===== src/rtl/imem_prog_if.sv =====
// IMEM programming controller bus: programming stream,
// core fetch path and IMEM port grouped in one interface.
package imem_prog_pkg;
  typedef logic [31:0] u32_t;
  typedef enum logic [1:0] {
    S_IDLE,
    S_COLLECT,
    S_WRITE,
    S_DONE
  } prog_st_t;
endpackage

interface imem_prog_if #(
  parameter int AW    = 8,
  parameter int LEN_W = 9
);
  import imem_prog_pkg::*;

  logic             prog_start;
  logic [LEN_W-1:0] prog_len;
  logic             prog_abort;
  logic             byte_valid;
  logic [7:0]       byte_data;
  logic             byte_ready;
  logic             prog_busy;
  logic             prog_done;
  logic             prog_err;
  logic             core_stall;
  logic             fetch_req;
  u32_t             fetch_addr;
  logic             fetch_gnt;
  logic             fetch_misalign;
  u32_t             fetch_data;
  logic [AW-1:0]    mem_addr;
  logic             mem_we;
  u32_t             mem_wdata;
  u32_t             mem_rdata;

  modport master (
    output prog_start,
    output prog_len,
    output prog_abort,
    output byte_valid,
    output byte_data,
    output fetch_req,
    output fetch_addr,
    output mem_rdata,
    input  byte_ready,
    input  prog_busy,
    input  prog_done,
    input  prog_err,
    input  core_stall,
    input  fetch_gnt,
    input  fetch_misalign,
    input  fetch_data,
    input  mem_addr,
    input  mem_we,
    input  mem_wdata
  );

  modport slave (
    input  prog_start,
    input  prog_len,
    input  prog_abort,
    input  byte_valid,
    input  byte_data,
    input  fetch_req,
    input  fetch_addr,
    input  mem_rdata,
    output byte_ready,
    output prog_busy,
    output prog_done,
    output prog_err,
    output core_stall,
    output fetch_gnt,
    output fetch_misalign,
    output fetch_data,
    output mem_addr,
    output mem_we,
    output mem_wdata
  );
endinterface


===== src/rtl/imem_prog.sv =====
// IMEM programming controller and port arbiter: passes fetches
// through when idle, writes a LE byte stream into IMEM otherwise.
module imem_prog
  import imem_prog_pkg::*;
#(
  parameter int WORDS = 256,
  parameter int LEN_W = 9
) (
  input logic        clk,
  input logic        rst_n,
  imem_prog_if.slave bus
);
  localparam int AW = $clog2(WORDS);
  localparam logic [LEN_W-1:0] LEN_MAX =
    LEN_W'(WORDS);

  prog_st_t         state_q;
  prog_st_t         state_d;
  logic [LEN_W-1:0] len_q;
  logic [LEN_W-1:0] len_sat;
  logic [AW:0]      wcnt_q;
  logic [1:0]       bcnt_q;
  logic [3:0][7:0]  sh_q;
  logic             err_q;
  logic             idle;
  logic             abort;
  logic             take;
  logic             last_word;
  logic             unused_addr;

  assign idle  = (state_q == S_IDLE);
  assign abort = ~idle & bus.prog_abort;

  assign len_sat =
    (bus.prog_len > LEN_MAX) ? LEN_MAX
                             : bus.prog_len;

  assign take = (state_q == S_COLLECT)
              & bus.byte_valid
              & ~bus.prog_abort;

  // wcnt is one bit wider than the index so
  // a full-depth session ends without wrapping
  assign last_word =
    (32'(wcnt_q) + 32'd1) == 32'(len_q);

  assign unused_addr =
    ^{bus.fetch_addr[31:AW+2]};

  always_ff @(posedge clk or negedge rst_n) begin
    if (!rst_n) begin
      state_q <= S_IDLE;
    end else begin
      state_q <= state_d;
    end
  end

  always_comb begin
    state_d            = state_q;
    bus.byte_ready     = 1'b0;
    bus.prog_busy      = 1'b0;
    bus.prog_done      = 1'b0;
    bus.core_stall     = 1'b0;
    bus.mem_we         = 1'b0;
    bus.mem_addr       = '0;
    bus.fetch_gnt      = 1'b0;
    bus.fetch_misalign = 1'b0;

    unique case (state_q)
      S_IDLE: begin
        if (bus.prog_start) begin
          if (len_sat == '0) begin
            state_d = S_DONE;
          end else begin
            state_d = S_COLLECT;
          end
        end
      end
      S_COLLECT: begin
        if (take && bcnt_q == 2'd3) begin
          state_d = S_WRITE;
        end
      end
      S_WRITE: begin
        if (last_word) begin
          state_d = S_DONE;
        end else begin
          state_d = S_COLLECT;
        end
      end
      S_DONE: begin
        state_d = S_IDLE;
      end
      default: begin
        state_d = S_IDLE;
      end
    endcase

    if (abort) begin
      state_d = S_IDLE;
    end

    unique case (1'b1)
      idle: begin
        bus.mem_addr =
          bus.fetch_addr[AW+1:2];
        bus.fetch_gnt =
          rst_n & bus.fetch_req;
        bus.fetch_misalign =
          bus.fetch_req
          & |bus.fetch_addr[1:0];
      end
      default: begin
        bus.mem_addr   = wcnt_q[AW-1:0];
        bus.prog_busy  = 1'b1;
        bus.core_stall = 1'b1;
      end
    endcase

    bus.byte_ready = (state_q == S_COLLECT);
    bus.prog_done  = (state_q == S_DONE);
    // an abort on the write beat drops the word
    bus.mem_we = (state_q == S_WRITE)
               & ~bus.prog_abort;
  end

  assign bus.fetch_data =
    bus.fetch_gnt ? bus.mem_rdata : '0;
  assign bus.mem_wdata = sh_q;
  assign bus.prog_err  = err_q;

  always_ff @(posedge clk or negedge rst_n) begin
    if (!rst_n) begin
      len_q  <= '0;
      wcnt_q <= '0;
      bcnt_q <= '0;
      sh_q   <= '0;
      err_q  <= 1'b0;
    end else begin
      err_q <= abort;
      if (abort) begin
        bcnt_q <= '0;
        sh_q   <= '0;
      end else begin
        unique case (state_q)
          S_IDLE: begin
            if (bus.prog_start) begin
              len_q  <= len_sat;
              wcnt_q <= '0;
              bcnt_q <= '0;
              sh_q   <= '0;
            end
          end
          S_COLLECT: begin
            if (take) begin
              sh_q[bcnt_q] <= bus.byte_data;
              bcnt_q       <= bcnt_q + 2'd1;
            end
          end
          S_WRITE: begin
            if (!last_word) begin
              wcnt_q <= wcnt_q + 1'b1;
            end
            bcnt_q <= '0;
          end
          default: begin
          end
        endcase
      end
    end
  end
endmodule


===== src/flat_wrapper.sv =====
// flat-port wrapper written by rule: the top's interface ports become plain ports
module imem_prog_flat import imem_prog_pkg::*;
#(
  parameter int WORDS = 256,
  parameter int LEN_W = 9
)
  (clk, rst_n, bus_prog_start, bus_prog_len, bus_prog_abort, bus_byte_valid, bus_byte_data, bus_fetch_req, bus_fetch_addr, bus_mem_rdata, bus_byte_ready, bus_prog_busy, bus_prog_done, bus_prog_err, bus_core_stall, bus_fetch_gnt, bus_fetch_misalign, bus_fetch_data, bus_mem_addr, bus_mem_we, bus_mem_wdata);
  imem_prog_if #(.AW(8), .LEN_W(LEN_W)) bus_i ();
  input logic clk;
  input logic rst_n;
  input wire logic [$bits(bus_i.prog_start)-1:0] bus_prog_start;
  input wire logic [$bits(bus_i.prog_len)-1:0] bus_prog_len;
  input wire logic [$bits(bus_i.prog_abort)-1:0] bus_prog_abort;
  input wire logic [$bits(bus_i.byte_valid)-1:0] bus_byte_valid;
  input wire logic [$bits(bus_i.byte_data)-1:0] bus_byte_data;
  input wire logic [$bits(bus_i.fetch_req)-1:0] bus_fetch_req;
  input wire logic [$bits(bus_i.fetch_addr)-1:0] bus_fetch_addr;
  input wire logic [$bits(bus_i.mem_rdata)-1:0] bus_mem_rdata;
  output wire logic [$bits(bus_i.byte_ready)-1:0] bus_byte_ready;
  output wire logic [$bits(bus_i.prog_busy)-1:0] bus_prog_busy;
  output wire logic [$bits(bus_i.prog_done)-1:0] bus_prog_done;
  output wire logic [$bits(bus_i.prog_err)-1:0] bus_prog_err;
  output wire logic [$bits(bus_i.core_stall)-1:0] bus_core_stall;
  output wire logic [$bits(bus_i.fetch_gnt)-1:0] bus_fetch_gnt;
  output wire logic [$bits(bus_i.fetch_misalign)-1:0] bus_fetch_misalign;
  output wire logic [$bits(bus_i.fetch_data)-1:0] bus_fetch_data;
  output wire logic [$bits(bus_i.mem_addr)-1:0] bus_mem_addr;
  output wire logic [$bits(bus_i.mem_we)-1:0] bus_mem_we;
  output wire logic [$bits(bus_i.mem_wdata)-1:0] bus_mem_wdata;
  assign bus_i.prog_start = bus_prog_start;
  assign bus_i.prog_len = bus_prog_len;
  assign bus_i.prog_abort = bus_prog_abort;
  assign bus_i.byte_valid = bus_byte_valid;
  assign bus_i.byte_data = bus_byte_data;
  assign bus_i.fetch_req = bus_fetch_req;
  assign bus_i.fetch_addr = bus_fetch_addr;
  assign bus_i.mem_rdata = bus_mem_rdata;
  assign bus_byte_ready = bus_i.byte_ready;
  assign bus_prog_busy = bus_i.prog_busy;
  assign bus_prog_done = bus_i.prog_done;
  assign bus_prog_err = bus_i.prog_err;
  assign bus_core_stall = bus_i.core_stall;
  assign bus_fetch_gnt = bus_i.fetch_gnt;
  assign bus_fetch_misalign = bus_i.fetch_misalign;
  assign bus_fetch_data = bus_i.fetch_data;
  assign bus_mem_addr = bus_i.mem_addr;
  assign bus_mem_we = bus_i.mem_we;
  assign bus_mem_wdata = bus_i.mem_wdata;
  imem_prog #(.WORDS(WORDS), .LEN_W(LEN_W)) u_core (.clk(clk), .rst_n(rst_n), .bus(bus_i));
endmodule

===== config.mk =====
export PLATFORM = sky130hd
export DESIGN_NAME = imem_prog_flat
export DESIGN_NICKNAME = d
export VERILOG_FILES = /design/src/rtl/imem_prog_if.sv /design/src/rtl/imem_prog.sv /design/src/flat_wrapper.sv
export SDC_FILE = /design/constraint.sdc
export NUM_CORES = 1
export LEC_CHECK = 0
export ABC_AREA = 1
export CORE_MARGIN = 1
export CORE_UTILIZATION = 40
export CTS_CLUSTER_DIAMETER = 30
export DETAILED_ROUTE_END_ITERATION = 10
export PLACE_DENSITY = 0.81
export SYNTH_ARGS = -nofsm -noshare
export SYNTH_HDL_FRONTEND = slang
export SYNTH_SLANG_ARGS = --single-unit

===== constraint.sdc =====
create_clock -name clk -period 2.15 [get_ports clk]
set_clock_uncertainty 0.1 [all_clocks]
set_input_delay 0.43 -clock clk [delete_from_list [all_inputs] [get_ports clk]]
set_output_delay 0.43 -clock clk [all_outputs]
set_load 0.01 [all_outputs]

# After elaboration in Yosys (flattened, before gate mapping)
# Cells that the tools add are included.
[totals] out_inout_bits=80 word_cells=73 in_bits=87 ff_bits=55
[op_classes] n_bitwise=9 muxes=26 n_lt_le_gt_ge=3 n_eq_ne=10 reduce_logical=13 n_addsub=3
[op_table] operator="$mux 32" count=4
[op_table] operator="$pmux 32 s2" count=1
[op_table] operator="$bwmux 32" count=1
[op_table] operator="$eq 32x9->1" count=1
[op_table] operator="$mux 9" count=3
[op_table] operator="$pmux 9 s2" count=1
[op_table] operator="$demux 8 s2" count=1
[op_table] operator="$mux 2" count=8
[op_table] operator="$mux 8" count=2
[op_table] operator="$add 9x1->10 const B" count=1
[op_table] operator="$add 9x1->9 const B" count=1
[op_table] operator="$gt 9x9->1 const B" count=1
[op_table] operator="$logic_not 9->1" count=1
[op_table] operator="$reduce_and 3->1" count=3
[op_table] operator="$pmux 2 s4" count=1
[op_table] operator="$and 1x1->1" count=6
[op_table] operator="$eq 2x2->1 const B" count=3
[op_table] operator="$ne 3x1->1 const B" count=2
[op_table] operator="$pmux 2 s3" count=1
[op_table] operator="$ne 2x2->1 const B" count=2
[op_table] operator="$reduce_and 4->1" count=1
[op_table] operator="$reduce_bool 4->1" count=1
[op_table] operator="$lt 2x3->1 const B" count=1
[op_table] operator="$mux 1" count=3
[op_table] operator="11 further kinds" count=14

# Longest topological paths before layout
# Gate-level depths: netlist of the first run.
[logic_depth] ltp_word=8 ltp_mapped=15 depth_no_buf=15

# Worst setup path after synthesis of the first run
# Ideal clock, no wire load.
[synth_path] path_type="register to output" from="register u_core.state_q[1]" to="output bus_fetch_data[22]" path_stages_with_launch=7 path_buffers=2 slack_ns=-0.002 arrival_time_ns=1.622 required_ns=1.620 cell_sequence="dfrtp_1 -> inv_1 -> ha_1 -> clkbuf_1 -> nand3_1 -> clkbuf_1 -> nor2_1"
[synth_between] elab_chain_cells=3
[synth_lines] element="start, declared" line="imem_prog.sv:17" source="prog_st_t state_q;"
[synth_lines] element="start signal, assigned" line="imem_prog.sv:54" source="state_q <= state_d;"
[synth_lines] element="$logic_not 2->1" line="imem_prog.sv:31" source="assign idle = (state_q == S_IDLE);"
[synth_lines] element="$mux 1" line="imem_prog.sv:103" source="unique case (1'b1)"
[synth_lines] element="$mux 32" line="imem_prog.sv:128" source="bus.fetch_gnt ? bus.mem_rdata : '0;"
[synth_lines] element="end, declared" line="flat_wrapper.sv:26" source="output wire logic [$bits(bus_i.fetch_data)-1:0] bus_fetch_data;"
# Every way passes these cells.

# Final worst setup path of the first run
[layout_path] from="register u_core.state_q[1]" to="output bus_fetch_data[9]"
# Same word-level chain as after synthesis.

==> results of run 1 <==
worst paths after layout:
| path | cells after the start | end | start | slack [ns] |
|---|---|---|---|---|
| max | 8 | bus_fetch_data[9] | u_core.state_q[1] | -0.03 |
| min | 2 | u_core.state_q[0] | rst_n | 0.17 |
| max reg2reg | 15 | u_core.wcnt_q[7] | u_core.state_q[0] | 0.05 |
| min reg2reg | 2 | u_core.bus.mem_wdata[31] | u_core.bus.mem_wdata[31] | 0.43 |
| max in group asynchronous | 2 | u_core.len_q[8] | rst_n | 1.31 |
| min in group clk | 2 | u_core.bus.mem_wdata[31] | u_core.bus.mem_wdata[31] | 0.43 |
kinds of logic after synthesis:
| kind of cell | Yosys count | synth area share [%] |
|---|---|---|
| simple gates | 175 | 25.3 |
| buf+inv | 118 | 13.8 |
| compound gates | 80 | 14.5 |
| flops | 55 | 42.0 |
| fa+ha+maj | 9 | 3.44 |
| xor+xnor | 2 | 0.956 |
sequential cells by signal, summed over array words and instances (netlist names):
name and flops:
u_core.bcnt_q 2, u_core.bus.mem_wdata 32, u_core.bus.prog_err 1, u_core.len_q 9, u_core.state_q 2, u_core.wcnt_q 9
metrics by stage:
stage / utilization [%] / power [µW]
finish: 67.7 / 5450
global route: 67.7 / 5760
CTS: 65.9 / 5160
detailed placement: 64.2 / 4350
global placement: 64.2 / 4280
floorplan: - / 2890
routing by layer:
layer,share of wire [%],track usage [%],vias to the layer above
li1,-,-,1732
met1,39,26.8,1675
met2,52,43.4,187
met3,6.7,4.76,26
met4,2.4,6.90,0
met5,0,0,-
worst register-to-register path, stage by stage (launching register included):
cell	delay, ns
dfrtp_1	0.41
inv_2	0.09
buf_6	0.10
ha_4	0.13
inv_2	0.04
buf_6	0.11
o21ai_2	0.09
nand3_1	0.08
nor2_1	0.12
nand3_1	0.10
nor2_2	0.16
nand3_4	0.13
nand2_8	0.14
clkinv_8	0.09
nand2_4	0.06
o21ai_2	0.05
cells in the mapped netlist, types with 2 or more instances:
| cell | number | area [µm²] |
|---|---|---|
| nand2_2 | 7 | 43.8 |
| clkbuf_1 | 7 | 26.3 |
| inv_2 | 4 | 15.0 |
| nand3_1 | 33 | 165 |
| nand3_2 | 3 | 30.0 |
| ha_1 | 9 | 113 |
| o21ai_1 | 8 | 40.0 |
| nor2_2 | 4 | 25.0 |
| inv_1 | 99 | 372 |
| a21oi_1 | 3 | 15.0 |
| nor2_1 | 54 | 203 |
| nand4_1 | 3 | 18.8 |
| nand2_1 | 59 | 221 |
| nor3_1 | 4 | 20.0 |
| o22ai_1 | 23 | 144 |
| nor2_4 | 4 | 45.0 |
| clkinv_1 | 5 | 18.8 |
| dfrtp_1 | 55 | 1380 |
| a21oi_2 | 2 | 17.5 |
| o21ai_0 | 35 | 175 |
| o21ai_2 | 5 | 43.8 |
power by group:
group	switching [µW]	internal [µW]	total [µW]
clock	370	360	729
sequential	154	1270	1420
combinational	1870	1430	3300
total	2390	3060	5450
final cells by class:
class | count | area, µm²
Multi-Input combinational cell | 268 | 1660
Sequential cell | 55 | 1380
Clock buffer | 5 | 68.8
Clock inverter | 3 | 50.0
Tap cell | 102 | 128
Fill cell | 600 | 2520
Inverter | 109 | 422
Timing Repair Buffer | 177 | 1580
Timing Repair inverter | 1 | 8.76
what timing repair did:
action / in CTS / in global routing
cloned: 2 / 3
pin swaps: 0 / 8
resized for setup: 167 / 64
endpoints found under the setup margin: 64 / 68
setup buffers: 5 / 4
==> flow_summary.ini, run 1 <==
[clocking]
cts_buffers = 5
insertion_delay_ns = 0.31
cts-root-buf = clkbuf_8
cts_tree = done
htreeDepth = 2
cts.path.max_buffers = 2
path_clk_slew_ns = 0.10
ctsHoldBuffers = 0
cts.sinks = 55

[timing]
fin_crit_sh_pct = 101
finalHoldViolCount = 0
rsz0062_at_grt = yes
drv_slew = 0
layout_setup_ws_ns = -0.0312
setup-violations-final = 1
tns_ns = -0.0312
finalHoldWorstSlack_ns = 0.173
worst_slew_pin_slew_ns = 0.682
slew_headroom_pct = 54.5
fin_crit_ns = 2.18
fmax_mhz = 458

[drt]
drc = 0
first_pass_iters = 6
antenna_left = 0
wl_per_cell_um = 14.7
viasPerCell = 5.03
drtIter0Drc = 208
vias = 3620
routed_wl_mm = 10.6

[worst_setup_path]
cpPeakStageDelay_ns = 0.41
criticalPathCategory = register to primary output
cp_slowest_cell = dfrtp_1
crit_path_end_kind = primary output
worstPathBufferInverterCount = 5
arrival_ns = 1.65
crit_family = buffers and inverters
cp_data_required_time_ns = 1.62
path_cells = inv_2 -> ha_4 -> buf_12 -> nand3_4 -> buf_12 -> buf_6 -> nor2_4 -> buf_6
worstSetupStartpointType = register
critical_path_peak_fanout = 8

[floorplan]
dieArea_um2 = 8550
ios = 167
core_area_um2 = 7810
dieWidth_um = 92.5
num_rows = 32
initial_core_util_pct = 41.9
die_h_um = 92.5

[synth]
synth_seq_cells = 55
syn_avg_cell_area_um2 = 7.46
ys_async_sr_fraction_pct = 100
synthCells = 439
yosysSeqAreaShare_pct = 42.0
syn-cell-area_um2 = 3270
yosysWarnings = 0
synth_edf_count = 0
synth_top_flop_cell = dfrtp_1
synth.distinct_cells = 34
syn-num-nets = 535

[cells_and_area]
syn2layout_area_growth_pct = 61.5
antenna_cells = 0
layout_commonest_cell = clkdlybuf4s50_1
final_cell_mix = clkdlybuf4s50_1, inv_1, nand2_1, dfrtp_1, o21ai_0
nets = 713
stdcell_count = 720
final_area_um2 = 5290
drive_gt1_share_pct = 25.6

[global_routing]
grtUsageTotal_pct = 23.4
grt_pass1_vias = 3537
grt_max_degree = 56
antenna_found_initial = 0
grt_overflow = 0
grt_first_pass_wirelength_mm = 16.0

[placement]
dp_cells = 701
dp_hpwl_mm = 7.45
port_buffers = 144
pre_cts_slack_ns = -0.343
dpl_cell_area_um2 = 5010
gp_congestion = 0.879

[pwr]
p_leak_uw = 0.00258
irDropWorstVdd_mv = 0.512
powerDensity_nw_per_um2 = 1030

[hold_path]
hold_path.class = primary input to async pin

[run_status]
run_status = finished, violations left
violations = setup timing

[job]
maxCapViolCount = 0
No activity file was read; power rests on OpenSTA's default activity.
==> run 2: changes to the inputs <==
Settings changed: CAP_MARGIN set to 10, SKIP_CTS_REPAIR_TIMING set to 1.
==> flow_summary.ini, run 2 (same netlist as run 1, synthesis figures left out) <==
[job]
maxCapViolCount = 0

[clocking]
htreeDepth = 2
cts.sinks = 55
cts_buffers = 5
cts.path.max_buffers = 2
path_clk_slew_ns = 0.11
insertion_delay_ns = 0.32
cts_tree = done
cts-root-buf = clkbuf_8

[pwr]
powerDensity_nw_per_um2 = 1040
irDropWorstVdd_mv = 0.497
p_leak_uw = 0.00269

[drt]
vias = 3590
routed_wl_mm = 10.2
wl_per_cell_um = 14.2
viasPerCell = 5.01
first_pass_iters = 5
drc = 0
antenna_left = 0
drtIter0Drc = 236

[run_status]
run_status = finished, violations left
violations = setup timing

[worst_setup_path]
cp_data_required_time_ns = 1.62
cp_slowest_cell = dfrtp_1
cpPeakStageDelay_ns = 0.41
arrival_ns = 1.64
criticalPathCategory = register to primary output
reg2reg_from = u_core.state_q[1]
critical_path_peak_fanout = 16
crit_start = u_core.state_q[0]
worstSetupStartpointType = register
worstPathBufferInverterCount = 4
crit_family = buffers and inverters
crit_path_end_kind = primary output
path_cells = inv_2 -> ha_4 -> buf_6 -> nand3_4 -> clkbuf_16 -> nor2_1 -> dlymetal6s2s_1

[floorplan]
dieArea_um2 = 8550
die_h_um = 92.5
num_rows = 32
ios = 167
core_area_um2 = 7810
initial_core_util_pct = 41.9
dieWidth_um = 92.5

[timing]
drv_slew = 0
worst_slew_pin_slew_ns = 0.684
slew_headroom_pct = 54.1
rsz0062_at_grt = yes
finalHoldWorstSlack_ns = 0.165
layout_setup_ws_ns = -0.0217
fmax_mhz = 460
fin_crit_ns = 2.17
fin_crit_sh_pct = 101
setup-violations-final = 2
finalHoldViolCount = 0

[cells_and_area]
layout_commonest_cell = clkdlybuf4s50_1
antenna_cells = 0
syn2layout_area_growth_pct = 59.0
final_cell_mix = clkdlybuf4s50_1, inv_1, nand2_1, dfrtp_1, nor2_1
nets = 709
final_area_um2 = 5200
drive_gt1_share_pct = 21.2
utilization_pct = 66.7
largest_register_ffs = 32

[placement]
pre_cts_slack_ns = -0.343
gp_congestion = 0.879
dpl_cell_area_um2 = 5010
dp_hpwl_mm = 7.45
port_buffers = 144

[global_routing]
grt_pass1_vias = 3437
grt_first_pass_wirelength_mm = 15.3
grt_overflow = 0
grtUsageTotal_pct = 22.3
antenna_found_initial = 0
grt_max_degree = 56

[hold_path]
hold_path.class = primary input to async pin
==> run 2: cell count changes in the layout (fill, tap and decap cells not counted), sizes merged <==
cell / delta
clkinv: -1
dlygate4sd2: -7
dlymetal6s2s: +13
nand2: -1
clkinvlp: +1
clkbuf: +1
buf: -8
inv: -1
clkdlybuf4s15: -1
==> run 2: worst paths after layout <==
| check | depth (start not counted) | end | slack, ns |
|---|---|---|---|
| hold reg to reg | 2 | u_core.bus.mem_wdata[22] | 0.42 |
| min in group clk | 2 | u_core.bus.mem_wdata[22] | 0.42 |
| setup / recovery | 7 | bus_fetch_data[8] | -0.02 |
| max in group asynchronous | 2 | u_core.wcnt_q[3] | 1.30 |
| setup reg to reg | 12 | u_core.bus.mem_wdata[16] | 0.03 |
| hold / removal | 2 | u_core.state_q[0] | 0.16 |
==> run 2: cell type report <==
class,instances,area [µm²]
multi-input cells,267,1550
repair buffers,175,1610
flip-flops and latches,55,1380
inverters,109,420
clock buffers,5,68.8
clock inverters,3,50.0
fillers,620,2600
well taps,102,128
==> run 2: power by group <==
part	switching, µW	internal (µW)
clock	379	360
sequential	153	1270
combinational	1790	1470
total	2320	3100
==> run 2: per-layer routing <==
metal	track usage (%)	wire length, µm	vias to the layer above	share of wire [%]
li1	-	-	1722	-
met1	26.1	4060	1648	40
met2	40.5	5140	194	50
met3	5.25	785	26	7.7
met4	5.86	210	0	2.1
met5	0	0	-	0
==> run 2: metrics by stage <==
step / cells / power (µW) / TNS (ns)
after floorplan: 439 / 2890 / 0
after global placement: 701 / 4280 / -9.40
after detailed placement: 701 / 4350 / -11.37
after CTS: 709 / 5080 / -19.01
after global routing: 716 / 5720 / -2.33
final: 716 / 5420 / -0.0391
